--- src/rtl/rv_alu2_pkg.sv ---
// Shared types and encodings for the rv_alu2 execute stage and its branch comparator.
package rv_alu2_pkg;

    // One-hot result select coming from operand-select; arith is the MSB.
    typedef struct packed {
        logic arith;
        logic lgc;
        logic shift;
        logic slt;
    } alu_res_t;

    typedef enum logic [1:0] {
        RES_ALU = 2'd0,
        RES_MEM = 2'd1,
        RES_PC4 = 2'd2,
        RES_CSR = 2'd3
    } res_src_t;

    localparam logic [2:0] F3_BEQ  = 3'b000;
    localparam logic [2:0] F3_BNE  = 3'b001;
    localparam logic [2:0] F3_BLT  = 3'b100;
    localparam logic [2:0] F3_BGE  = 3'b101;
    localparam logic [2:0] F3_BLTU = 3'b110;
    localparam logic [2:0] F3_BGEU = 3'b111;

    localparam logic [2:0] F3_SLL  = 3'b001;
    localparam logic [2:0] F3_SLT  = 3'b010;
    localparam logic [2:0] F3_SLTU = 3'b011;
    localparam logic [2:0] F3_XOR  = 3'b100;
    localparam logic [2:0] F3_SRX  = 3'b101;
    localparam logic [2:0] F3_OR   = 3'b110;
    localparam logic [2:0] F3_AND  = 3'b111;

    localparam int ALU_SUB_BIT = 0;

endpackage

--- src/rtl/rv_branch_cmp.sv ---
// Combinational branch-condition evaluator; funct3 010/011 are never taken.
import rv_alu2_pkg::*;

module rv_branch_cmp (
    input  logic [2:0]  funct3,
    input  logic [31:0] op1,
    input  logic [31:0] op2,
    output logic        cond
);

    always_comb begin
        cond = 1'b0;
        case (funct3)
            F3_BEQ:  cond = (op1 == op2);
            F3_BNE:  cond = (op1 != op2);
            F3_BLT:  cond = ($signed(op1) <  $signed(op2));
            F3_BGE:  cond = ($signed(op1) >= $signed(op2));
            F3_BLTU: cond = (op1 <  op2);
            F3_BGEU: cond = (op1 >= op2);
            default: cond = 1'b0;
        endcase
    end

endmodule

--- src/rtl/rv_alu2.sv ---
// Execute stage: integer ALU, branch/jump resolution, redirect and predictor update.
import rv_alu2_pkg::*;

module rv_alu2 #(
    parameter int IADDR_SPACE_BITS = 32
) (
    input  logic                        i_clk,
    input  logic                        i_reset_n,
    input  logic                        i_stall,
    input  logic                        i_flush,
    input  logic [31:0]                 i_op1,
    input  logic [31:0]                 i_op2,
    input  alu_res_t                    i_res,
    input  logic [2:0]                  i_funct3,
    input  logic [4:0]                  i_alu_sub,
    input  res_src_t                    i_res_src,
    input  logic                        i_reg_write,
    input  logic                        i_store,
    input  logic [4:0]                  i_rd,
    input  logic [31:0]                 i_reg_data2,
    input  logic                        i_inst_jal_jalr,
    input  logic                        i_inst_branch,
    input  logic [IADDR_SPACE_BITS-1:0] i_pc,
    input  logic [IADDR_SPACE_BITS-1:0] i_pc_next,
    input  logic [IADDR_SPACE_BITS-1:0] i_pc_target,
    input  logic                        i_branch_pred,
    input  logic                        i_to_trap,
    output logic [31:0]                 o_result,
    output logic [31:0]                 o_store_data,
    output logic [4:0]                  o_rd,
    output logic                        o_reg_write,
    output logic                        o_store,
    output res_src_t                    o_res_src,
    output logic [2:0]                  o_funct3,
    output logic                        o_to_trap,
    output logic                        o_pc_change,
    output logic [IADDR_SPACE_BITS-1:0] o_pc_new,
    output logic                        o_bp_update,
    output logic                        o_bp_taken,
    output logic [IADDR_SPACE_BITS-1:0] o_bp_pc
);

    logic [31:0]                 alu_p0;
    logic [31:0]                 result_p0;
    logic [4:0]                  shamt_p0;
    logic                        cond_p0;
    logic                        taken_p0;
    logic                        change_p0;
    logic [IADDR_SPACE_BITS-1:0] pc4_p0;
    logic [IADDR_SPACE_BITS-1:0] next_p0;
    logic                        unused_bits;

    // Reserved sub bits, the target LSB and the prediction bit carry no information here.
    assign unused_bits = ^{i_alu_sub[4:1], i_pc_target[0], i_branch_pred};
    assign shamt_p0    = i_op2[4:0];

    rv_branch_cmp u_cmp (
        .funct3 (i_funct3),
        .op1    (i_op1),
        .op2    (i_op2),
        .cond   (cond_p0)
    );

    // Stage p0: combinational execute
    always_comb begin
        alu_p0 = '0;
        if (i_res.arith) begin
            alu_p0 = i_alu_sub[ALU_SUB_BIT] ? (i_op1 - i_op2) : (i_op1 + i_op2);
        end else if (i_res.lgc) begin
            case (i_funct3)
                F3_XOR:  alu_p0 = i_op1 ^ i_op2;
                F3_OR:   alu_p0 = i_op1 | i_op2;
                F3_AND:  alu_p0 = i_op1 & i_op2;
                default: alu_p0 = '0;
            endcase
        end else if (i_res.shift) begin
            case (i_funct3)
                F3_SLL:  alu_p0 = i_op1 << shamt_p0;
                F3_SRX:  alu_p0 = i_alu_sub[ALU_SUB_BIT] ? 32'($signed(i_op1) >>> shamt_p0)
                                                         : (i_op1 >> shamt_p0);
                default: alu_p0 = '0;
            endcase
        end else if (i_res.slt) begin
            case (i_funct3)
                F3_SLT:  alu_p0 = {31'b0, $signed(i_op1) < $signed(i_op2)};
                F3_SLTU: alu_p0 = {31'b0, i_op1 < i_op2};
                default: alu_p0 = '0;
            endcase
        end
    end

    assign pc4_p0    = i_pc + IADDR_SPACE_BITS'(4);
    assign result_p0 = i_inst_jal_jalr ? 32'(pc4_p0) : alu_p0;
    assign taken_p0  = i_inst_jal_jalr | (i_inst_branch & cond_p0);
    assign next_p0   = taken_p0 ? {i_pc_target[IADDR_SPACE_BITS-1:1], 1'b0} : pc4_p0;
    assign change_p0 = (i_inst_jal_jalr | i_inst_branch) & (next_p0 != i_pc_next) & ~i_to_trap;

    // Stage p1: registered outputs towards memory/writeback
    always_ff @(posedge i_clk or negedge i_reset_n) begin
        if (!i_reset_n) begin
            o_result     <= '0;
            o_store_data <= '0;
            o_rd         <= '0;
            o_reg_write  <= 1'b0;
            o_store      <= 1'b0;
            o_res_src    <= RES_ALU;
            o_funct3     <= '0;
            o_to_trap    <= 1'b0;
            o_pc_change  <= 1'b0;
            o_pc_new     <= '0;
            o_bp_update  <= 1'b0;
            o_bp_taken   <= 1'b0;
            o_bp_pc      <= '0;
        end else if (i_flush) begin
            o_reg_write  <= 1'b0;
            o_store      <= 1'b0;
            o_res_src    <= RES_ALU;
            o_to_trap    <= 1'b0;
            o_pc_change  <= 1'b0;
            o_bp_update  <= 1'b0;
        end else if (i_stall) begin
            o_pc_change  <= 1'b0;
            o_bp_update  <= 1'b0;
        end else begin
            o_result     <= result_p0;
            o_store_data <= i_reg_data2;
            o_rd         <= i_rd;
            o_reg_write  <= i_reg_write;
            o_store      <= i_store;
            o_res_src    <= i_res_src;
            o_funct3     <= i_funct3;
            o_to_trap    <= i_to_trap;
            o_pc_change  <= change_p0;
            o_pc_new     <= next_p0;
            o_bp_update  <= i_inst_branch | i_inst_jal_jalr;
            o_bp_taken   <= taken_p0;
            o_bp_pc      <= i_pc;
        end
    end

endmodule

--- config.mk ---
export PLATFORM = sky130hd
export DESIGN_NAME = rv_alu2
export DESIGN_NICKNAME = d
export VERILOG_FILES = /design/src/rtl/rv_alu2_pkg.sv /design/src/rtl/rv_branch_cmp.sv /design/src/rtl/rv_alu2.sv
export SDC_FILE = /design/constraint.sdc
export NUM_CORES = 1
export LEC_CHECK = 0
export CAP_MARGIN = 20
export CORE_ASPECT_RATIO = 1.2
export CORE_MARGIN = 3
export CORE_UTILIZATION = 54
export CTS_BUF_LIST = sky130_fd_sc_hd__clkbuf_8
export DETAILED_ROUTE_END_ITERATION = 10
export PLACE_DENSITY = 0.95
export SLEW_MARGIN = 20
export SYNTH_ARGS = -nofsm -noshare
export SYNTH_HDL_FRONTEND = slang
export SYNTH_HIERARCHICAL = 1
export SYNTH_SLANG_ARGS = --single-unit
--- constraint.sdc ---
create_clock -name i_clk -period 1.1 [get_ports i_clk]
set_clock_uncertainty 0.1 [all_clocks]
set_input_delay 0.165 -clock i_clk [delete_from_list [all_inputs] [get_ports i_clk]]
set_output_delay 0.165 -clock i_clk [all_outputs]
set_load 0.005 [all_outputs]
==> metrics.md, run 1 <==
| Metric | Value |
|---|---|
| Placed cells | `3419` |
| Distinct cells, synth | `94` |
| Syn_area_per_cell | `7.70 sq um` |
| Final GP Congestion | `1.27` |
| Err | `[ERROR GRT-0116] Global routing finished with congestion. Check the congestion regions in the DRC Viewer.` |
| H-tree depth | `4` |
| Async SR Flop Fraction | `100%` |
| Prevailing post-synth register cell | `dfrtp_1` |
| Outcome | `did not finish` |
| Row cnt | `70` |
| Halt Stage | `5_1_grt` |
| CTS buffer count | `17` |
| EDFF count, synth | `0` |
| Clock Sinks | `144` |
| Clk buf depth | `2` |
| Gr usage total | `90.9%` |
| Ys Warns | `6` |
| Starting density of the core | `55.5%` |
| Die Span Y | `201 um` |
| Synth area leaders | `dfrtp_1 21%, ha_1 9.5%, nand2_1 8.1%, mux4_2 7.8%, mux2i_1 4.4%` |
| Synth top area share | `21.1%` |
| CTS root buf | `clkbuf_8` |
| Count of input and output buffers | `358` |
| Vias in the first global route | `34389` |
| Synth Register Bits | `144` |
| Mapped cell area | `17100 sq um` |
| Post-Syn Instances | `2221` |
| Largest net degree at the start of global routing | `94` |
| Syn_nets | `2574` |
| Cell taking the most area after synthesis | `dfrtp_1` |
| I/O Pins | `365` |
| Grt ovf | `1784` |
| HPWL Detailed | `73.7 mm` |
| Seq/Total Area, Yosys | `21.1%` |
| First-pass GRT wire length | `241 mm` |
| Chip Width | `168 um` |
==> metal layers <==
layer / GRT overflow / GRT usage (%)
met1: 18 / 84.7
met2: 1261 / 112
met3: 28 / 72.5
met4: 475 / 101
met5: 2 / 32.9
==> cells in the mapped netlist (all sizes together) (34+ instances only) <==
cell and number:
nor2 189, inv 156, buf 44, a22oi 35, a211oi 34, o21ai 149, xnor2 53, a21oi 135
mux4 59, ha 130, dfrtp 144, nand3 48, nand2 371, nor3 47, clkbuf 106, xor2 40
mux2i 76
==> metrics by stage <==
stage / TNS (ps) / hold slack (ps) / util (%) / area, sq um / worst slack, ps
after detailed placement: -240240 / -63.9 / 82.5 / 25400 / -3530
after CTS: -132140 / 4.24 / 92.7 / 28600 / -2350
after floorplan: -108660 / -231 / - / 17800 / -2010
after global placement: -221900 / -66.6 / 82.5 / 25400 / -3150
==> kinds of logic after synthesis <==
| group | share of synthesized area, % |
|---|---|
| xor gates and xnor gates | 4.76 |
| muxes | 13.3 |
| adders and majority gates | 9.74 |
| DFF | 21.1 |
| AOI/OAI and AO/OA | 23.2 |
| and+or+nand+nor | 20.9 |
| buffers and inverters | 7.13 |
==> what timing repair did <==
item,4_1_cts
cloned,16
setup buffers,133
setup endpoints to repair,283
pin swaps,147
hold buffers,3
resized for setup,1268
hold endpoints to repair,149
==> inputs of run 2 (changes only) <==
--- a/config.mk
+++ b/config.mk
@@ -6,12 +6,10 @@
 export NUM_CORES = 1
 export LEC_CHECK = 0
 export CAP_MARGIN = 20
-export CORE_ASPECT_RATIO = 1.2
 export CORE_MARGIN = 3
-export CORE_UTILIZATION = 54
-export CTS_BUF_LIST = sky130_fd_sc_hd__clkbuf_8
+export CORE_UTILIZATION = 40
 export DETAILED_ROUTE_END_ITERATION = 10
-export PLACE_DENSITY = 0.95
+export PLACE_DENSITY_LB_ADDON = 0.15
 export SLEW_MARGIN = 20
 export SYNTH_ARGS = -nofsm -noshare
 export SYNTH_HDL_FRONTEND = slang
==> run 2 against run 1 <==
- the flow now finishes, with violations (negative hold slack, negative setup slack)
- synthesized cell count unchanged
- area after synthesis stayed put
==> metrics.md, run 2 <==
| Metric | Value |
|---|---|
| CP startpoint kind | `primary input` |
| Vias per cell | `5.94` |
| Placed cells | `3632 (+6.2%)` |
| Final worst path period share | `315%` |
| Initial antenna violation count | `1` |
| Setup ws final | `-2370 ps` |
| H-tree depth | `4 (unchanged)` |
| Die ar. | `45300 sq um` |
| Prevailing post-synth register cell | `dfrtp_1` |
| Commonest non-fill, non-tap cell in the layout | `buf_4` |
| RSZ-0062 raised after global routing | `yes` |
| Clk_lat worst skew | `430 ps` |
| Synth Register Bits | `144 (unchanged)` |
| Seq. cell area | `3600 sq um` |
| Critical path peak fanout | `6` |
| Outcome | `complete, but fails checks` |
| Nets | `3652` |
| HPWL Detailed | `69.8 mm (-5.2%)` |
| Drt wl/cell | `24.4 um` |
| Total Power | `27.5 mW` |
| Chip Width | `213 um (+26%)` |
| Max Cap Violations | `0` |
| Cell taking the most area after synthesis | `dfrtp_1` |
| Min-Delay Path Class | `primary input to flip-flop` |
| TritonCTS clock tree | `yes` |
| Vias in the first global route | `22080` |
| Delay-heaviest family, CP | `compound AO/OA/AOI/OAI gates` |
| Fmax | `288 MHz` |
| Top-count cell post-synth | `nand2_1` |
| CTS clk-pin slew, worst paths | `60 ps` |
| Failing checks | `negative hold slack, negative setup slack` |
| Power per Cell Area | `897 nW/um^2` |
| Final std cells w/o fill | `3853` |
| Slew Limit Fails | `0` |
| Distinct cells, synth | `94 (unchanged)` |
| Worst Tran Pin Value | `933 ps` |
| First-pass GRT wire length | `133 mm` |
| CTS root buf | `clkbuf_16` |
| Arr. time, crit path | `3670 ps` |
| Fillers | `3150` |
| Async SR Flop Fraction | `100% (unchanged)` |
| Fin. Hold Viols | `1` |
| Area growth syn-to-layout | `79.0%` |
| Top cells by count, synth | `370 x nand2_1, 188 x nor2_1, 156 x inv_1, 148 x o21ai_0, 144 x dfrtp_1` |
| Seq/Total Area, Yosys | `21.1% (unchanged)` |
| Worst path most repeated cell | `buf_6` |
| Final wirelength | `94.1 mm` |
| Setup_tns | `-127140 ps` |
| Gr usage total | `38.5%` |
| CTS buffer count | `17 (unchanged)` |
| Ys Warns | `6 (unchanged)` |
| Die Span Y | `213 um (+5.9%)` |
| Syn_nets | `2574 (unchanged)` |
| CP max-delay cell | `o311a_4` |
| Clk buf depth | `2 (unchanged)` |
| Crit end category | `flip-flop` |
| Core area | `42100 sq um` |
| Post-Syn Instances | `2221 (unchanged)` |
| Relative slew slack | `37.8%` |
| Largest net degree at the start of global routing | `78` |
| CP max stage delay | `410 ps` |
| Hold_ws | `-9.02 ps` |
| Grt ovf | `0` |
| Syn_area_per_cell | `7.70 sq um (unchanged)` |
| Bufs and invs on worst path | `7` |
| Mapped cell area | `17100 sq um (unchanged)` |
| Clock Sinks | `144 (unchanged)` |
| Synth top area share | `21.1% (unchanged)` |
| Routed Antenna Nets | `0` |
| Most frequent cells in the layout | `729 x buf_4, 358 x nand2_1, 160 x nor2_1` |
| Worst VDD drop | `944 uV` |
| WP data required | `1300 ps` |
| Share of layout cells above drive strength 1 | `47.4%` |
| Starting density of the core | `40.6% (-15 points)` |
| Initial DRT Pass Iterations | `6` |
| Initial detailed-routing violation count | `2402` |
| Worst Setup Path Type | `primary input to flip-flop` |
| I/O Pins | `365 (unchanged)` |
| Final setup vio count | `210` |
| Via count | `22871` |
| EDFF count, synth | `0 (unchanged)` |
| Drc violations | `0` |
| Crit-path cells | `buf_8 > inv_4 > ha_4 > nor2b_4 > o211ai_1 > a21boi_2 > o31a_1 > o311a_4 > nor3b_4 > buf_6 > buf_6 > a21oi_4 > buf_4 > buf_6 > buf_6 > nor2_1 > a211oi_1 > a31o_2 > nor4_1 > o2111a_1 > a31oi_1` |
| Row cnt | `75 (+7.1%)` |
| Pre-CTS setup slack | `-3340 ps (+193 ps)` |
| Leak | `14.2 nW` |
| Final GP Congestion | `0.984 (-23%)` |
| Count of input and output buffers | `358 (unchanged)` |
| Synth area leaders | `dfrtp_1 21%, ha_1 9.5%, nand2_1 8.1%, mux4_2 7.8%, mux2i_1 4.4%` |
| Min Tclk post-route | `3470 ps` |
| Area occupied by multi-input gates | `15000 sq um` |
-- run 2: cell counts after synthesis --
Identical to the previous run, type by type.
-- run 2: report_power, final --
| part | leakage [nW] | total (mW) | internal [mW] | switching (mW) |
|---|---|---|---|---|
| sequential | 1.78 | 6.49 | 6.03 | 0.466 |
| clock | 0.276 | 5.80 | 3.25 | 2.55 |
| combinational | 12.2 | 15.2 | 7.56 | 7.60 |
| total | 14.2 | 27.5 | 16.8 | 10.6 |
-- run 2: worst register-to-register path: stages (launching register included) --
cell and delay, ps:
dfrtp_1 400, a22oi_1 310, a21boi_0 330, a41oi_2 70
-- run 2: area by class of cell --
type | instances | area share (%)
Timing Repair Buffer | 1209 | 33.1
Clock buffer | 18 | 1.43
Inverter | 158 | 2.13
Clock inverter | 14 | 0.478
Antenna cell | 2 | 0.0163
Multi-Input combinational cell | 1769 | 48.8
Sequential cell | 144 | 11.8
Tap cell | 539 | 2.20
-- run 2: final timing paths --
check / to / cells past startpoint / slack [ps] / from
worst max-delay path: o_pc_change / 21 / -2370 / i_op2[1]
worst min-delay path: o_bp_pc[3] / 3 / -9 / i_pc[3]
worst max register to register: o_result[23] / 3 / -250 / o_result[23]
worst min register to register: o_store_data[6] / 2 / 380 / o_store_data[6]
max in group asynchronous: o_rd[1] / 3 / 310 / i_reset_n
min in group asynchronous: o_store_data[22] / 2 / 50 / i_reset_n
-- run 2: kinds of logic after synthesis --
group / synth area share, %
muxes: 13.3
buffers and inverters: 7.13
adders and majority gates: 9.74
xor gates and xnor gates: 4.76
DFF: 21.1
AOI/OAI and AO/OA: 23.2
and+or+nand+nor: 20.9
-- run 2: per-stage QoR --
step	utilization, %	cell area [sq um]
CTS	69.6	29300
global route	72.7	30600
global placement	62.0	26100
detailed placement	62.0	26100
floorplan	-	17800
finish	72.7	30600
-- run 2: layer usage --
| metal | track usage [%] | wire (um) | vias up |
|---|---|---|---|
| met4 | 18.0 | 5300 | 0 |
| li1 | - | - | 10154 |
| met3 | 7.07 | 8370 | 293 |
| met2 | 64.1 | 44100 | 1391 |
| met1 | 48.6 | 36300 | 11033 |
| met5 | 0 | 0 | - |
-- run 2: repair_timing --
item                                   CTS  global route
hold buffers                             1             0
buffers inserted                        78           118
gates resized for setup                745           500
cloned                                   9             4
setup endpoints to repair              283           283
endpoints found under the hold margin  144             0
pin swaps                              151           122
(Power assumes the default switching activity.)
